===== config.mk =====
export PLATFORM = sky130hd
export DESIGN_NAME = sha256_block_engine
export DESIGN_NICKNAME = d
export VERILOG_FILES = /design/src/rtl/sha2_pkg.sv /design/src/rtl/sha2_round.sv /design/src/rtl/sha256_block_engine.sv
export SDC_FILE = /design/constraint.sdc
export NUM_CORES = 2
export LEC_CHECK = 0
export CORE_MARGIN = 8
export CORE_UTILIZATION = 50
export DETAILED_ROUTE_END_ITERATION = 12
export HOLD_SLACK_MARGIN = 0.08
export PLACE_DENSITY = 0.83
export SYNTH_ARGS = -nofsm -noshare
export SYNTH_HDL_FRONTEND = slang
export SYNTH_SLANG_ARGS = --single-unit

===== constraint.sdc =====
create_clock -name i_clk -period 8.7 [get_ports i_clk]
set_input_delay 0.87 -clock i_clk [delete_from_list [all_inputs] [get_ports i_clk]]
set_output_delay 0.87 -clock i_clk [all_outputs]
set_load 0.05 [all_outputs]

===== src/rtl/sha2_pkg.sv =====
// SHA-2 (224/256) constants, round primitives and shared types for the block engine.
package sha2_pkg;

   typedef enum logic [1:0] {IDLE, ROUND, FINAL, OUT} state_t;

   typedef struct packed {
      logic [31:0] a, b, c, d, e, f, g, h;
   } work_t;

   // Message schedule window; element 0 is the oldest word and sits at the MSB end.
   typedef logic [0:15][31:0] win_t;

   localparam logic [31:0] K [0:63] = '{
      32'h428a2f98, 32'h71374491, 32'hb5c0fbcf, 32'he9b5dba5, 32'h3956c25b, 32'h59f111f1, 32'h923f82a4, 32'hab1c5ed5,
      32'hd807aa98, 32'h12835b01, 32'h243185be, 32'h550c7dc3, 32'h72be5d74, 32'h80deb1fe, 32'h9bdc06a7, 32'hc19bf174,
      32'he49b69c1, 32'hefbe4786, 32'h0fc19dc6, 32'h240ca1cc, 32'h2de92c6f, 32'h4a7484aa, 32'h5cb0a9dc, 32'h76f988da,
      32'h983e5152, 32'ha831c66d, 32'hb00327c8, 32'hbf597fc7, 32'hc6e00bf3, 32'hd5a79147, 32'h06ca6351, 32'h14292967,
      32'h27b70a85, 32'h2e1b2138, 32'h4d2c6dfc, 32'h53380d13, 32'h650a7354, 32'h766a0abb, 32'h81c2c92e, 32'h92722c85,
      32'ha2bfe8a1, 32'ha81a664b, 32'hc24b8b70, 32'hc76c51a3, 32'hd192e819, 32'hd6990624, 32'hf40e3585, 32'h106aa070,
      32'h19a4c116, 32'h1e376c08, 32'h2748774c, 32'h34b0bcb5, 32'h391c0cb3, 32'h4ed8aa4a, 32'h5b9cca4f, 32'h682e6ff3,
      32'h748f82ee, 32'h78a5636f, 32'h84c87814, 32'h8cc70208, 32'h90befffa, 32'ha4506ceb, 32'hbef9a3f7, 32'hc67178f2
   };

   localparam logic [31:0] IV_256 [0:7] = '{
      32'h6a09e667, 32'hbb67ae85, 32'h3c6ef372, 32'ha54ff53a,
      32'h510e527f, 32'h9b05688c, 32'h1f83d9ab, 32'h5be0cd19
   };

   localparam logic [31:0] IV_224 [0:7] = '{
      32'hc1059ed8, 32'h367cd507, 32'h3070dd17, 32'hf70e5939,
      32'hffc00b31, 32'h68581511, 32'h64f98fa7, 32'hbefa4fa4
   };

   function automatic logic [31:0] rotr(input logic [31:0] x, input int unsigned n);
      return (x >> n) | (x << (32 - n));
   endfunction

   function automatic logic [31:0] big_sigma0(input logic [31:0] x);
      return rotr(x, 2) ^ rotr(x, 13) ^ rotr(x, 22);
   endfunction

   function automatic logic [31:0] big_sigma1(input logic [31:0] x);
      return rotr(x, 6) ^ rotr(x, 11) ^ rotr(x, 25);
   endfunction

   function automatic logic [31:0] small_sigma0(input logic [31:0] x);
      return rotr(x, 7) ^ rotr(x, 18) ^ (x >> 3);
   endfunction

   function automatic logic [31:0] small_sigma1(input logic [31:0] x);
      return rotr(x, 17) ^ rotr(x, 19) ^ (x >> 10);
   endfunction

   function automatic logic [31:0] ch(input logic [31:0] x, input logic [31:0] y, input logic [31:0] z);
      return (x & y) ^ (~x & z);
   endfunction

   function automatic logic [31:0] maj(input logic [31:0] x, input logic [31:0] y, input logic [31:0] z);
      return (x & y) ^ (x & z) ^ (y & z);
   endfunction

   function automatic work_t iv_state(input logic mode_224);
      if (mode_224)
         return {IV_224[0], IV_224[1], IV_224[2], IV_224[3], IV_224[4], IV_224[5], IV_224[6], IV_224[7]};
      return {IV_256[0], IV_256[1], IV_256[2], IV_256[3], IV_256[4], IV_256[5], IV_256[6], IV_256[7]};
   endfunction

   function automatic work_t add_work(input work_t x, input work_t y);
      work_t z;
      z = '0;
      for (int i = 0; i < 8; i++)
         z[255-32*i -: 32] = x[255-32*i -: 32] + y[255-32*i -: 32];
      return z;
   endfunction

   // Extends the window by r words and returns it advanced by r positions.
   function automatic win_t expand(input win_t w, input int r);
      logic [31:0] ext [0:23];
      win_t        res;
      for (int i = 0; i < 16; i++)
         ext[i] = w[i];
      for (int i = 16; i < 24; i++)
         ext[i] = small_sigma1(ext[i-2]) + ext[i-7] + small_sigma0(ext[i-15]) + ext[i-16];
      for (int i = 0; i < 16; i++)
         res[i] = ext[i + r];
      return res;
   endfunction

endpackage


===== src/rtl/sha2_round.sv =====
// One combinational SHA-2 compression round: a..h, Kt, Wt in, next a..h out.
module sha2_round
   import sha2_pkg::*;
(
   input  work_t       i_state,
   input  logic [31:0] i_kt,
   input  logic [31:0] i_wt,
   output work_t       o_state
);

   logic [31:0] w_t1;
   logic [31:0] w_t2;

   assign w_t1 = i_state.h + big_sigma1(i_state.e) + ch(i_state.e, i_state.f, i_state.g) + i_kt + i_wt;
   assign w_t2 = big_sigma0(i_state.a) + maj(i_state.a, i_state.b, i_state.c);

   assign o_state = {w_t1 + w_t2, i_state.a, i_state.b, i_state.c,
                     i_state.d + w_t1, i_state.e, i_state.f, i_state.g};

endmodule


===== src/rtl/sha256_block_engine.sv =====
// SHA-224/SHA-256 block compression engine: R unrolled rounds per clock,
// internal schedule expansion, multi-block chaining and a held digest output.
//
// state | meaning
// IDLE  | waiting for a block; only state that accepts one
// ROUND | R rounds per cycle, schedule window shifts by R words
// FINAL | fold working variables into H; capture digest on last block
// OUT   | digest held until the sink takes it
module sha256_block_engine
   import sha2_pkg::*;
#(
   parameter int ROUNDS_PER_CYCLE = 1
)
(
   input  logic         i_clk,
   input  logic         i_rst,
   input  logic         i_blk_valid,
   output logic         o_blk_ready,
   input  logic [511:0] i_blk_data,
   input  logic         i_blk_first,
   input  logic         i_blk_last,
   input  logic         i_mode_224,
   output logic         o_dig_valid,
   input  logic         i_dig_ready,
   output logic [255:0] o_digest,
   output logic         o_busy
);

   localparam int         R      = ROUNDS_PER_CYCLE;
   localparam logic [5:0] T_LAST = 6'(64 - R);
   localparam logic [5:0] T_STEP = 6'(R);

   if (!(R == 1 || R == 2 || R == 4 || R == 8)) begin : g_bad_r
      $error("ROUNDS_PER_CYCLE must be 1, 2, 4 or 8");
   end

   state_t       r_state;
   state_t       w_state_nxt;
   work_t        r_h;
   work_t        r_work;
   work_t        w_round_out;
   work_t        w_h_sum;
   win_t         r_w;
   logic [5:0]   r_t;
   logic         r_last;
   logic         r_mode;
   logic [255:0] r_digest;
   logic         w_accept;
   logic         w_t_last;

   assign w_accept = i_blk_valid && o_blk_ready;
   assign w_t_last = (r_t == T_LAST);
   assign w_h_sum  = add_work(r_h, r_work);

   for (genvar j = 0; j < R; j++) begin : g_rnd
      work_t w_in;
      work_t w_out;
      if (j == 0) begin : g_head
         assign w_in = r_work;
      end else begin : g_link
         assign w_in = g_rnd[j-1].w_out;
      end
      sha2_round u_round (
         .i_state (w_in),
         .i_kt    (K[r_t + 6'(j)]),
         .i_wt    (r_w[j]),
         .o_state (w_out)
      );
   end
   assign w_round_out = g_rnd[R-1].w_out;

   always_ff @(posedge i_clk) begin
      if (i_rst) r_state <= IDLE;
      else       r_state <= w_state_nxt;
   end

   always_comb begin
      w_state_nxt = r_state;
      case (r_state)
         IDLE:    if (w_accept) w_state_nxt = ROUND;
         ROUND:   if (w_t_last) w_state_nxt = FINAL;
         FINAL:   w_state_nxt = r_last ? OUT : IDLE;
         OUT:     if (i_dig_ready) w_state_nxt = IDLE;
         default: w_state_nxt = IDLE;
      endcase
   end

   always_comb begin
      o_blk_ready = (r_state == IDLE);
      o_dig_valid = (r_state == OUT);
      o_busy      = (r_state != IDLE);
   end

   always_ff @(posedge i_clk) begin
      if (i_rst) begin
         r_h      <= iv_state(1'b0);
         r_work   <= '0;
         r_w      <= '0;
         r_t      <= '0;
         r_last   <= 1'b0;
         r_mode   <= 1'b0;
         r_digest <= '0;
      end else begin
         case (r_state)
            IDLE: if (w_accept) begin
               r_w    <= win_t'(i_blk_data);
               r_last <= i_blk_last;
               r_t    <= '0;
               if (i_blk_first) begin
                  r_h    <= iv_state(i_mode_224);
                  r_work <= iv_state(i_mode_224);
                  r_mode <= i_mode_224;
               end else begin
                  r_work <= r_h;
               end
            end
            ROUND: begin
               r_work <= w_round_out;
               r_w    <= expand(r_w, R);
               r_t    <= r_t + T_STEP;
            end
            FINAL: begin
               r_h <= w_h_sum;
               if (r_last)
                  r_digest <= r_mode ? {w_h_sum[255:32], 32'h0} : w_h_sum;
            end
            default: ;
         endcase
      end
   end

   assign o_digest = r_digest;

endmodule


==> flow_summary.toml <==
[synthesis]
synth_flop_cell = "dfxtp_1"
synthArstFlopShare_pct = 0
avgSynthCellArea_um2 = 7.70
synth.area.top_cells = "dfxtp_1 32%, nand2_1 8.5%, ha_1 6.2%, a311oi_1 6.0%, nor2_1 5.7%"
synth_edf_count = 0
mappedNetlistArea_um2 = 80400
synth_most_common_cell = "nand2_1"
synth_top_area_share_pct = 32.1
synth-seq-cells = 1290
synth_nets = 11550
synth_top_area_cell = "dfxtp_1"
ys_types = 92
synth_cells = 10439
yosysSeqAreaShare_pct = 32.1
ys_warn_count = 0
ys_top_cells_by_count = "1813 x nand2_1, 1290 x dfxtp_1, 1219 x nor2_1, 793 x clkbuf_1, 753 x a21oi_1"

[worst_setup_path]
reg2regPathDepth = 36
critical_path.reg2reg.endpoint = "g_rnd[0].w_in[254]$_SDFFE_PP0P_"
worst-setup-path-type = "register to register"
start_kind = "register"
cp.required_ns = 9.41
cp.arrival_ns = 9.04
crit_fanout = 12
end_kind = "register"
reg2reg_from = "r_t[1]$_SDFFE_PP0P_"
crit_slowest_cell = "a21boi_0"
rrSetupSlack_ns = 0.37
max_stage_delay_ns = 0.52
crit_path_frequent_cell = "a21o_1"

[placed_design]
gp_congestion = 1.03
port_buffers = 777
place_hpwl_mm = 270

[grt]
grt_remaining_overflow = 0
antenna_found_initial = 19
grt.total_usage_pct = 39.4
grt_pass1_wl_mm = 522
grt_pass1_vias = 78584
grt_max_degree = 228

[clock_tree]
numCtsBuffers = 146
postCtsHoldBufs = 0
numClockSinks = 1290
clk_pin_slew_ns = 0.06
cts_setup_buffers = 0
cts_tree = "done"
cts_root_buffer = "clkbuf_16"
cts_buffer_depth = 3
htree_num_levels = 4
clkLatencyLatePin_ns = 0.85

[run]
max_cap_violations = 0

[run_status]
status = "finished clean"

[timing]
tightest_slew_ns = 1.33
timing.slew.headroom_pct = 11.4
setup_viol = 0
hold_viol = 0
drv_slew = 0
timing.fmax_mhz = 120
fin_crit_sh_pct = 95.7
skew_ns = 0.0403
setup_tns_ns = 0
rsz0062_at_grt = "no"
fin_crit_ns = 8.33

[hold_path]
hold_path_end = "o_digest[89]$_SDFFE_PP0P_"
hold_path_class = "input pin to register"
min_path_cells = 2
holdCritStartpoint = "i_rst"

[detailed_routing]
drtIter0Drc = 11408
wl_per_cell_um = 27.9
drt-total-wl_mm = 361
viasPerCell = 6.40
drc = 0
ant_nets = 0
vias = 82892
firstDrtPassIters = 6

[floorplan]
rows = 147
pin_count = 778
dieArea_um2 = 174000
die_w_um = 417
chipHeight_um = 417
initial_utilization_pct = 50.2
core_area_um2 = 160000

[layout]
num-nets-final = 11838
ff_latch_area_um2 = 25800
multi_input_area_um2 = 49800
areaGrowthSynthToFinish_pct = 17.9
nFillCells = 14325
drive_above_1_share_pct = 5.33
-- stage by stage --
stage / utilization [%] / hold slack [ns] / std cells / area (um2) / setup WS (ns)
floorplan: - / 0.445 / 10439 / 80400 / 0.249
global placement: 55.9 / 0.444 / 12665 / 89500 / 0.154
detailed placement: 55.9 / 0.446 / 12665 / 89500 / 0.0622
CTS: 59.1 / 0.372 / 12929 / 94600 / 0.114
global route: 59.2 / 0.424 / 12936 / 94700 / 0.00980
finish: 59.2 / 0.421 / 12942 / 94700 / 0.374
-- flip-flops by register name, indices dropped and copies added (netlist names) --
signal / flops
g_rnd.w_in: 256
o_digest: 256
r_h: 256
r_last: 1
r_mode: 1
r_state: 2
r_t: 6
r_w: 512
-- worst max-delay path by stage --
| stage | slack, ns | cells after the start | start | endpoint |
|---|---|---|---|---|
| 2_1_floorplan | 0.25 | 39 | r_t[0]$_SDFFE_PP0P_ | g_rnd[0].w_in[254]$_SDFFE_PP0P_ |
| 6_report | 0.37 | 36 | r_t[1]$_SDFFE_PP0P_ | g_rnd[0].w_in[254]$_SDFFE_PP0P_ |
| 4_1_cts | 0.11 | 38 | r_t[0]$_SDFFE_PP0P_ | g_rnd[0].w_in[254]$_SDFFE_PP0P_ |
| 3_5_place_dp | 0.06 | 34 | r_t[0]$_SDFFE_PP0P_ | g_rnd[0].w_in[254]$_SDFFE_PP0P_ |
| 5_1_grt | 0.01 | 38 | r_t[1]$_SDFFE_PP0P_ | g_rnd[0].w_in[254]$_SDFFE_PP0P_ |
| 3_3_place_gp | 0.15 | 34 | r_t[0]$_SDFFE_PP0P_ | g_rnd[0].w_in[254]$_SDFFE_PP0P_ |
-- per-layer routing --
layer / wire (um) / global-route usage [%] / vias to the layer above / part of all wire [%]
met3: 37300 / 8.78 / 1107 / 10
met2: 155000 / 60.2 / 5131 / 43
met4: 31400 / 27.5 / 8 / 8.7
li1: - / - / 37012 / -
met1: 137000 / 49.3 / 39634 / 38
met5: 94 / 0 / - / 0.026
-- cells by family after synthesis --
logic type,share of synthesized area (%)
AND/OR/NAND/NOR,19.5
AO/OA/AOI/OAI,23.7
buffers and inverters,6.19
flip-flops,32.1
adder cells (fa/ha/maj),11.3
XOR/XNOR,6.43
multiplexers,0.724
-- placed cells by master (no fill, tap or decap), types with 31 or more instances in the layout --
cell type	instances
nand2_1	1807
dfxtp_1	1286
nor2_1	1211
clkdlybuf4s50_1	775
a21oi_1	750
a311oi_1	555
inv_1	471
ha_1	393
o21ai_0	378
xnor2_1	368
a211oi_1	304
nor3_1	263
xor2_1	217
fa_1	197
buf_4	193
a21o_1	172
clkbuf_16	148
nand3_1	141
and3_1	87
o211ai_1	85
a31oi_1	69
o21a_1	62
nand2b_1	53
nor2b_1	46
o21bai_1	45
o31ai_1	44
a2111oi_0	40
nand4_1	37
o22ai_1	31
mux2_2	31
-- area by class of cell --
| cell class | count | area share, % |
|---|---|---|
| inverter | 478 | 1.90 |
| tap | 2086 | 2.76 |
| multi-input combinational | 7824 | 52.5 |
| sequential | 1290 | 27.3 |
| timing repair buffer | 987 | 10.1 |
| clock inverter | 74 | 1.13 |
| clock buffer | 190 | 4.26 |
| antenna | 13 | 0.0343 |
-- repair_timing --
action / 4_1_cts / 5_1_grt
hold endpoints to repair: 0 / 0
endpoints found under the setup margin: 1 / 6
gates resized for setup: 1 / 17
-- critical path: cells and delay by family (launching register included) --
| family | cells | cell delay, ns |
|---|---|---|
| adders and majority gates | 5 | 1.72 |
| buffers and inverters | 3 | 0.44 |
| DFF | 1 | 0.35 |
| and+or+nand+nor | 7 | 1.15 |
| xor gates and xnor gates | 2 | 0.22 |
| AOI/OAI and AO/OA | 19 | 4.34 |
Power is left out: the tool's default activity adds up to more than one toggle a clock period on the data nets, which glitch-free logic cannot reach.
